===== src/rtl/conv2_sched_pkg.sv =====
// Shared types and helpers for the conv2 filter scheduler.
// Optional ReLU at result capture is enabled by defining CONV2_SCHED_RELU_EN.
package conv2_sched_pkg;

  localparam int unsigned DATA_W_DEF = 14;

  typedef enum logic [1:0] {
    IDLE  = 2'd0,
    ISSUE = 2'd1,
    WAIT  = 2'd2,
    OUT   = 2'd3
  } sched_state_e;

  function automatic int unsigned win_per_frame(input int unsigned map_w,
                                                input int unsigned map_h,
                                                input int unsigned filter_size);
    return (map_w - filter_size + 1) * (map_h - filter_size + 1);
  endfunction

endpackage


===== src/rtl/conv2_win_counter.sv =====
// Counts completed windows, wraps at the end of a frame and pulses frame_done_o
// in the cycle after the final window completes.
module conv2_win_counter #(
  parameter int unsigned WIN_PER_FRAME = 64,
  parameter int unsigned CNT_W         = $clog2(WIN_PER_FRAME + 1)
) (
  input  logic clk,
  input  logic rst_n,
  input  logic win_done_i,
  output logic frame_done_o
);

  logic [CNT_W-1:0] cnt_q, cnt_d;
  logic             frame_done_q, frame_done_d;
  logic             last_win;

  assign last_win = (cnt_q == CNT_W'(WIN_PER_FRAME - 1));

  always_comb begin
    cnt_d        = cnt_q;
    frame_done_d = 1'b0;
    if (win_done_i) begin
      cnt_d        = last_win ? '0 : cnt_q + CNT_W'(1);
      frame_done_d = last_win;
    end
  end

  always_ff @(posedge clk) begin
    if (!rst_n) begin
      cnt_q        <= '0;
      frame_done_q <= 1'b0;
    end else begin
      cnt_q        <= cnt_d;
      frame_done_q <= frame_done_d;
    end
  end

  assign frame_done_o = frame_done_q;

endmodule


===== src/rtl/conv2_filter_sched.sv =====
// Shares one conv2 MAC datapath across NUM_FILT filters: one request per filter
// per window, results streamed out with valid/ready. ReLU option: CONV2_SCHED_RELU_EN.
module conv2_filter_sched
  import conv2_sched_pkg::*;
#(
  parameter  int unsigned NUM_FILT    = 3,
  parameter  int unsigned MAP_W       = 12,
  parameter  int unsigned MAP_H       = 12,
  parameter  int unsigned FILTER_SIZE = 5,
  parameter  int unsigned DATA_W      = DATA_W_DEF,
  localparam int unsigned FS_W        = (NUM_FILT > 1) ? $clog2(NUM_FILT) : 1
) (
  input  logic                     clk,
  input  logic                     rst_n,
  input  logic                     win_valid,
  output logic                     win_ready,
  output logic                     calc_start,
  output logic [FS_W-1:0]          filt_sel,
  input  logic                     calc_valid,
  input  logic signed [DATA_W-1:0] calc_data,
  output logic                     out_valid,
  input  logic                     out_ready,
  output logic signed [DATA_W-1:0] out_data,
  output logic [FS_W-1:0]          out_ch,
  output logic                     frame_done,
  output logic                     err_unexp
);

  localparam int unsigned WPF = win_per_frame(MAP_W, MAP_H, FILTER_SIZE);

  sched_state_e             state_q, state_d;
  logic [FS_W-1:0]          k_q, k_d;
  logic signed [DATA_W-1:0] out_data_q, out_data_d;
  logic [FS_W-1:0]          out_ch_q, out_ch_d;
  logic                     err_q, err_d;
  logic                     win_done;
  logic signed [DATA_W-1:0] cap_data;

  always_comb begin
`ifdef CONV2_SCHED_RELU_EN
    cap_data = calc_data[DATA_W-1] ? '0 : calc_data;
`else
    cap_data = calc_data;
`endif
  end

  always_comb begin
    state_d    = state_q;
    k_d        = k_q;
    out_data_d = out_data_q;
    out_ch_d   = out_ch_q;
    win_done   = 1'b0;
    // A result outside WAIT is dropped but remembered until reset.
    err_d      = err_q | (calc_valid & (state_q != WAIT));
    case (state_q)
      IDLE: begin
        if (win_valid) begin
          state_d = ISSUE;
          k_d     = '0;
        end
      end
      ISSUE: state_d = WAIT;
      WAIT: begin
        if (calc_valid) begin
          out_data_d = cap_data;
          out_ch_d   = k_q;
          state_d    = OUT;
        end
      end
      OUT: begin
        if (out_ready) begin
          if (k_q == FS_W'(NUM_FILT - 1)) begin
            k_d      = '0;
            win_done = 1'b1;
            state_d  = IDLE;
          end else begin
            k_d     = k_q + FS_W'(1);
            state_d = ISSUE;
          end
        end
      end
      default: state_d = IDLE;
    endcase
  end

  always_ff @(posedge clk) begin
    if (!rst_n) begin
      state_q    <= IDLE;
      k_q        <= '0;
      out_data_q <= '0;
      out_ch_q   <= '0;
      err_q      <= 1'b0;
    end else begin
      state_q    <= state_d;
      k_q        <= k_d;
      out_data_q <= out_data_d;
      out_ch_q   <= out_ch_d;
      err_q      <= err_d;
    end
  end

  conv2_win_counter #(
    .WIN_PER_FRAME(WPF)
  ) u_win_counter (
    .clk         (clk),
    .rst_n       (rst_n),
    .win_done_i  (win_done),
    .frame_done_o(frame_done)
  );

  assign win_ready  = (state_q == IDLE);
  assign calc_start = (state_q == ISSUE);
  assign filt_sel   = k_q;
  assign out_valid  = (state_q == OUT);
  assign out_data   = out_data_q;
  assign out_ch     = out_ch_q;
  assign err_unexp  = err_q;

endmodule


===== config.mk =====
export PLATFORM = sky130hd
export DESIGN_NAME = conv2_filter_sched
export DESIGN_NICKNAME = d
export VERILOG_FILES = /design/src/rtl/conv2_sched_pkg.sv /design/src/rtl/conv2_win_counter.sv /design/src/rtl/conv2_filter_sched.sv
export SDC_FILE = /design/constraint.sdc
export NUM_CORES = 1
export LEC_CHECK = 0
export CORE_ASPECT_RATIO = 0.5
export CORE_MARGIN = 5
export CORE_UTILIZATION = 46
export CTS_BUF_LIST = sky130_fd_sc_hd__clkbuf_2
export DETAILED_ROUTE_END_ITERATION = 10
export PLACE_DENSITY = 0.89
export SLEW_MARGIN = 25
export SYNTH_ARGS = -nofsm -noshare
export SYNTH_HDL_FRONTEND = slang
export SYNTH_SLANG_ARGS = --single-unit

===== constraint.sdc =====
create_clock -name clk -period 2.5 [get_ports clk]
set_clock_uncertainty 0.1 [all_clocks]
set_input_delay 0.625 -clock clk [delete_from_list [all_inputs] [get_ports clk]]
set_output_delay 0.625 -clock clk [all_outputs]
set_load 0.03 [all_outputs]

==> flow_summary_export.csv, run 1 <==
group,metric,value,unit
run_status,status,"completed",
detailed_routing,viasPerCell,5.00,
power,clockPowerShare,18.6,%
detailed_routing,drt_iter0_drc,69,
global_routing,grt_pass1_wl,4850,um
sta,timing.final.ws_setup,0.151,ns
power,seq_power_share,44.3,%
detailed_routing,antenna_left,0,
setup_path,path_max_fanout,5,
power,pwr-share-comb,37.1,%
synthesis,synth-simple-area-share,25.3,%
setup_path,cp_top_family,"buffers and inverters",
power,ir_drop,312,uV
synthesis,ys_seq_area_share,47.7,%
synthesis,ys_seq_elements,29,
sta,finalSetupViolations,0,
sta,max_freq,0.426,GHz
synthesis,muxShareOfSynthArea,0.822,%
clock_network,root_buffer,"clkbuf_2",
power,p_leak,0.606,nW
layout,fin_util,65.6,%
floorplanning,io_pins,42,
setup_path,path_class,"reg2out",
clock_network,clkTransAtPathRegs,0.14,ns
global_routing,gr-total-overflow,0,
detailed_routing,drc,0,
detailed_routing,dr.pass1.iters,4,
layout,layout.nets,212,
min_path,hp-class,"reg2reg",
clock_network,htreeDepth,2,
power,power.internal,0.749,mW
sta,relSlewSlack,59.0,%
sta,fin_crit_sh,94.0,%
floorplanning,die_y,46.4,um
synthesis,ys_types,30,
synthesis,syn_avg_cell_area,8.40,um2
global_routing,grt_max_degree,26,
placed_design,port_buffers,41,
clock_network,clockBufferDepth,2,
floorplanning,start_util,47.4,%
global_routing,antenna_found_initial,0,
floorplanning,rows,13,
clock_network,post_cts_resized,2,
clock_network,numCtsBuffers,5,
global_routing,grt_pass1_vias,1091,
synthesis,synth_top_family_by_area,"simple AND/OR/NAND/NOR gates",
layout,drive_above_1_share,6.88,%
sta,tightest_slew,0.608,ns
sta,drv_slew,0,
floorplanning,die_x,82.8,um
setup_path,crit_required,1.77,ns
clock_network,cts.sink_count,29,
synthesis,synthXorXnorAreaFrac,0.719,%
detailed_routing,wl_per_cell,12.9,um
power,switching_share,38.0,%
detailed_routing,wirelength,2910,um
setup_path,crit_path_start_kind,"flip-flop",
clock_network,insertion_delay,0.37,ns
synthesis,syn_nets,169,
power,p_switching,0.458,mW
floorplanning,core,2570,um2
setup_path,cp_cell_sequence,"inv_1 > ha_1 > clkdlybuf4s50_1",
placed_design,hpwl,2130,um
detailed_routing,via_count,1130,
placed_design,place_congestion,0.747,
clock_network,cts_setup_buffers,0,
clock_network,hold_buffers,0,
floorplanning,dieArea,3840,um2
layout,antenna_cells,0,
clock_network,cts_tree,"yes",
sta,finalCriticalPeriod,2.35,ns
synthesis,netlist_instances,145,
setup_path,cp_slowest_cell,"clkdlybuf4s50_1",
setup_path,critPathMaxStageDelay,0.59,ns
sta,rsz0062_at_grt,"no",
sta,hold_violations,0,
synthesis,synthAdderAreaFrac,5.14,%
synthesis,yosys_warnings,0,
global_routing,grt_usage,17.4,%
power,powerDensity,716,nW/um2
synthesis,synth_compound_area_share,16.0,%
layout,area.growth.synth_to_final,38.5,%
setup_path,cp.arrival,1.62,ns
flow_run,max-cap-violations,0,
setup_path,worstSetupEndpointType,"primary output",
synthesis,synth_area,1220,um2
setup_path,critPathBufInv,2,
sta,tns,0,ns
placed_design,dp_slack,0.0490,ns
[power by group through the flow]
stage	Combinational (mW)	Sequential [mW]	Clock, mW
after floorplan	0.248	0.596	0
after global placement	0.451	0.543	0
after detailed placement	0.460	0.545	0
after CTS	0.450	0.535	0.232
after global routing	0.490	0.542	0.255
final	0.448	0.534	0.225
[sequential cells by signal, summed over array words and instances (netlist names)]
register	cells
err_unexp	1
filt_sel	2
out_ch	2
out_data	14
state_q	2
u_win_counter.cnt_q	7
u_win_counter.frame_done_o	1
[tightest hold or removal path, stage by stage, from the launching register on]
cell and delay, ns:
dfxtp_1 0.34, nand2_1 0.05, a21oi_1 0.05
[cells in the mapped netlist]
library cell  instances  area, um2
nand2b_1              1       6.26
clkbuf_1              5       18.8
and3_1                1       6.26
ha_1                  5       62.6
o41ai_1               1       8.76
inv_1                 5       18.8
a211oi_1              1       7.51
or4_1                 4       30.0
nand3_1               1       5.00
a221oi_1              1       8.76
o31ai_1               6       45.0
o21ai_0               1       5.00
nand4_1               3       18.8
mux2i_1               1       10.0
or2b_2                1       8.76
and2_1                1       6.26
buf_6                 1       11.3
xor2_1                1       8.76
nand4b_1              1       8.76
nor2_1                6       22.5
and2b_2               1       8.76
or4b_2                1       10.0
inv_2                 1       3.75
a21oi_1              24        120
and2b_1               1       7.51
dfxtp_1              29        581
or3_2                 2       15.0
nor3_1                2       10.0
nand2_1              35        131
nor2b_1               2       12.5
[cell families (layout without fill, tap and decap cells)]
kind of cell,after synthesis,after routing
buffers and inverters,12,56
DFF,29,29
muxes,1,1
and+or+nand+nor,63,63
xor gates and xnor gates,1,1
AOI/OAI and AO/OA,34,34
adders and majority gates,5,5
[per-layer routing]
| metal | part of all wire (%) | GRT usage, % |
|---|---|---|
| met4 | 3.9 | 12.1 |
| met5 | 0 | 0 |
| met3 | 4.0 | 5.08 |
| met1 | 44 | 19.5 |
| met2 | 48 | 29.3 |
[cell type report]
class | instances | area (um2)
tap | 37 | 46.3
inverter | 6 | 22.5
sequential | 29 | 581
clock inverter | 3 | 12.5
multi-input combinational | 104 | 584
clock buffer | 5 | 25.0
fill | 222 | 883
timing repair buffer | 42 | 415
[layout by cell type, fill, tap and decap left out, types with 2 or more instances in the layout]
cell type        Yosys  routed
clkdlybuf4s50_1      0      39
nand2_1             35      35
nor2b_1              2       2
nor2_1               6       6
or3_2                2       2
inv_1                5       5
or4_1                4       4
dfxtp_1             29      29
o31ai_1              6       6
clkbuf_2             0       5
dlygate4sd2_1        0       2
nor3_1               2       2
a21oi_1             24      24
clkinv_1             0       2
ha_1                 5       5
nand4_1              3       3
[worst paths after layout]
check / start / endpoint / slack, ns / cells past startpoint
worst max-delay path: state_q[1] / calc_start / 0.15 / 3
worst min-delay path: out_data[4] / out_data[4] / 0.36 / 2
worst max register to register: state_q[1] / u_win_counter.cnt_q[0] / 0.44 / 5
worst min register to register: out_data[4] / out_data[4] / 0.36 / 2
[metrics by stage]
step                area, um2  hold slack, ns  std cells  power [mW]
global placement         1650           0.341        218       0.994
floorplan                1220           0.311        145       0.844
global route             1690           0.389        226        1.29
detailed placement       1650           0.342        218        1.01
finish                   1690           0.361        226        1.21
CTS                      1690           0.364        226        1.22
(Power assumes the default switching activity.)
==> run 2: changes to the inputs <==
--- a/config.mk
+++ b/config.mk
@@ -5,6 +5,7 @@
 export SDC_FILE = /design/constraint.sdc
 export NUM_CORES = 1
 export LEC_CHECK = 0
+export CAP_MARGIN = 20
 export CORE_ASPECT_RATIO = 0.5
 export CORE_MARGIN = 5
 export CORE_UTILIZATION = 46
==> results of run 2 <==
Same layout as run 1: the final DEF is identical, and so are final timing and power.
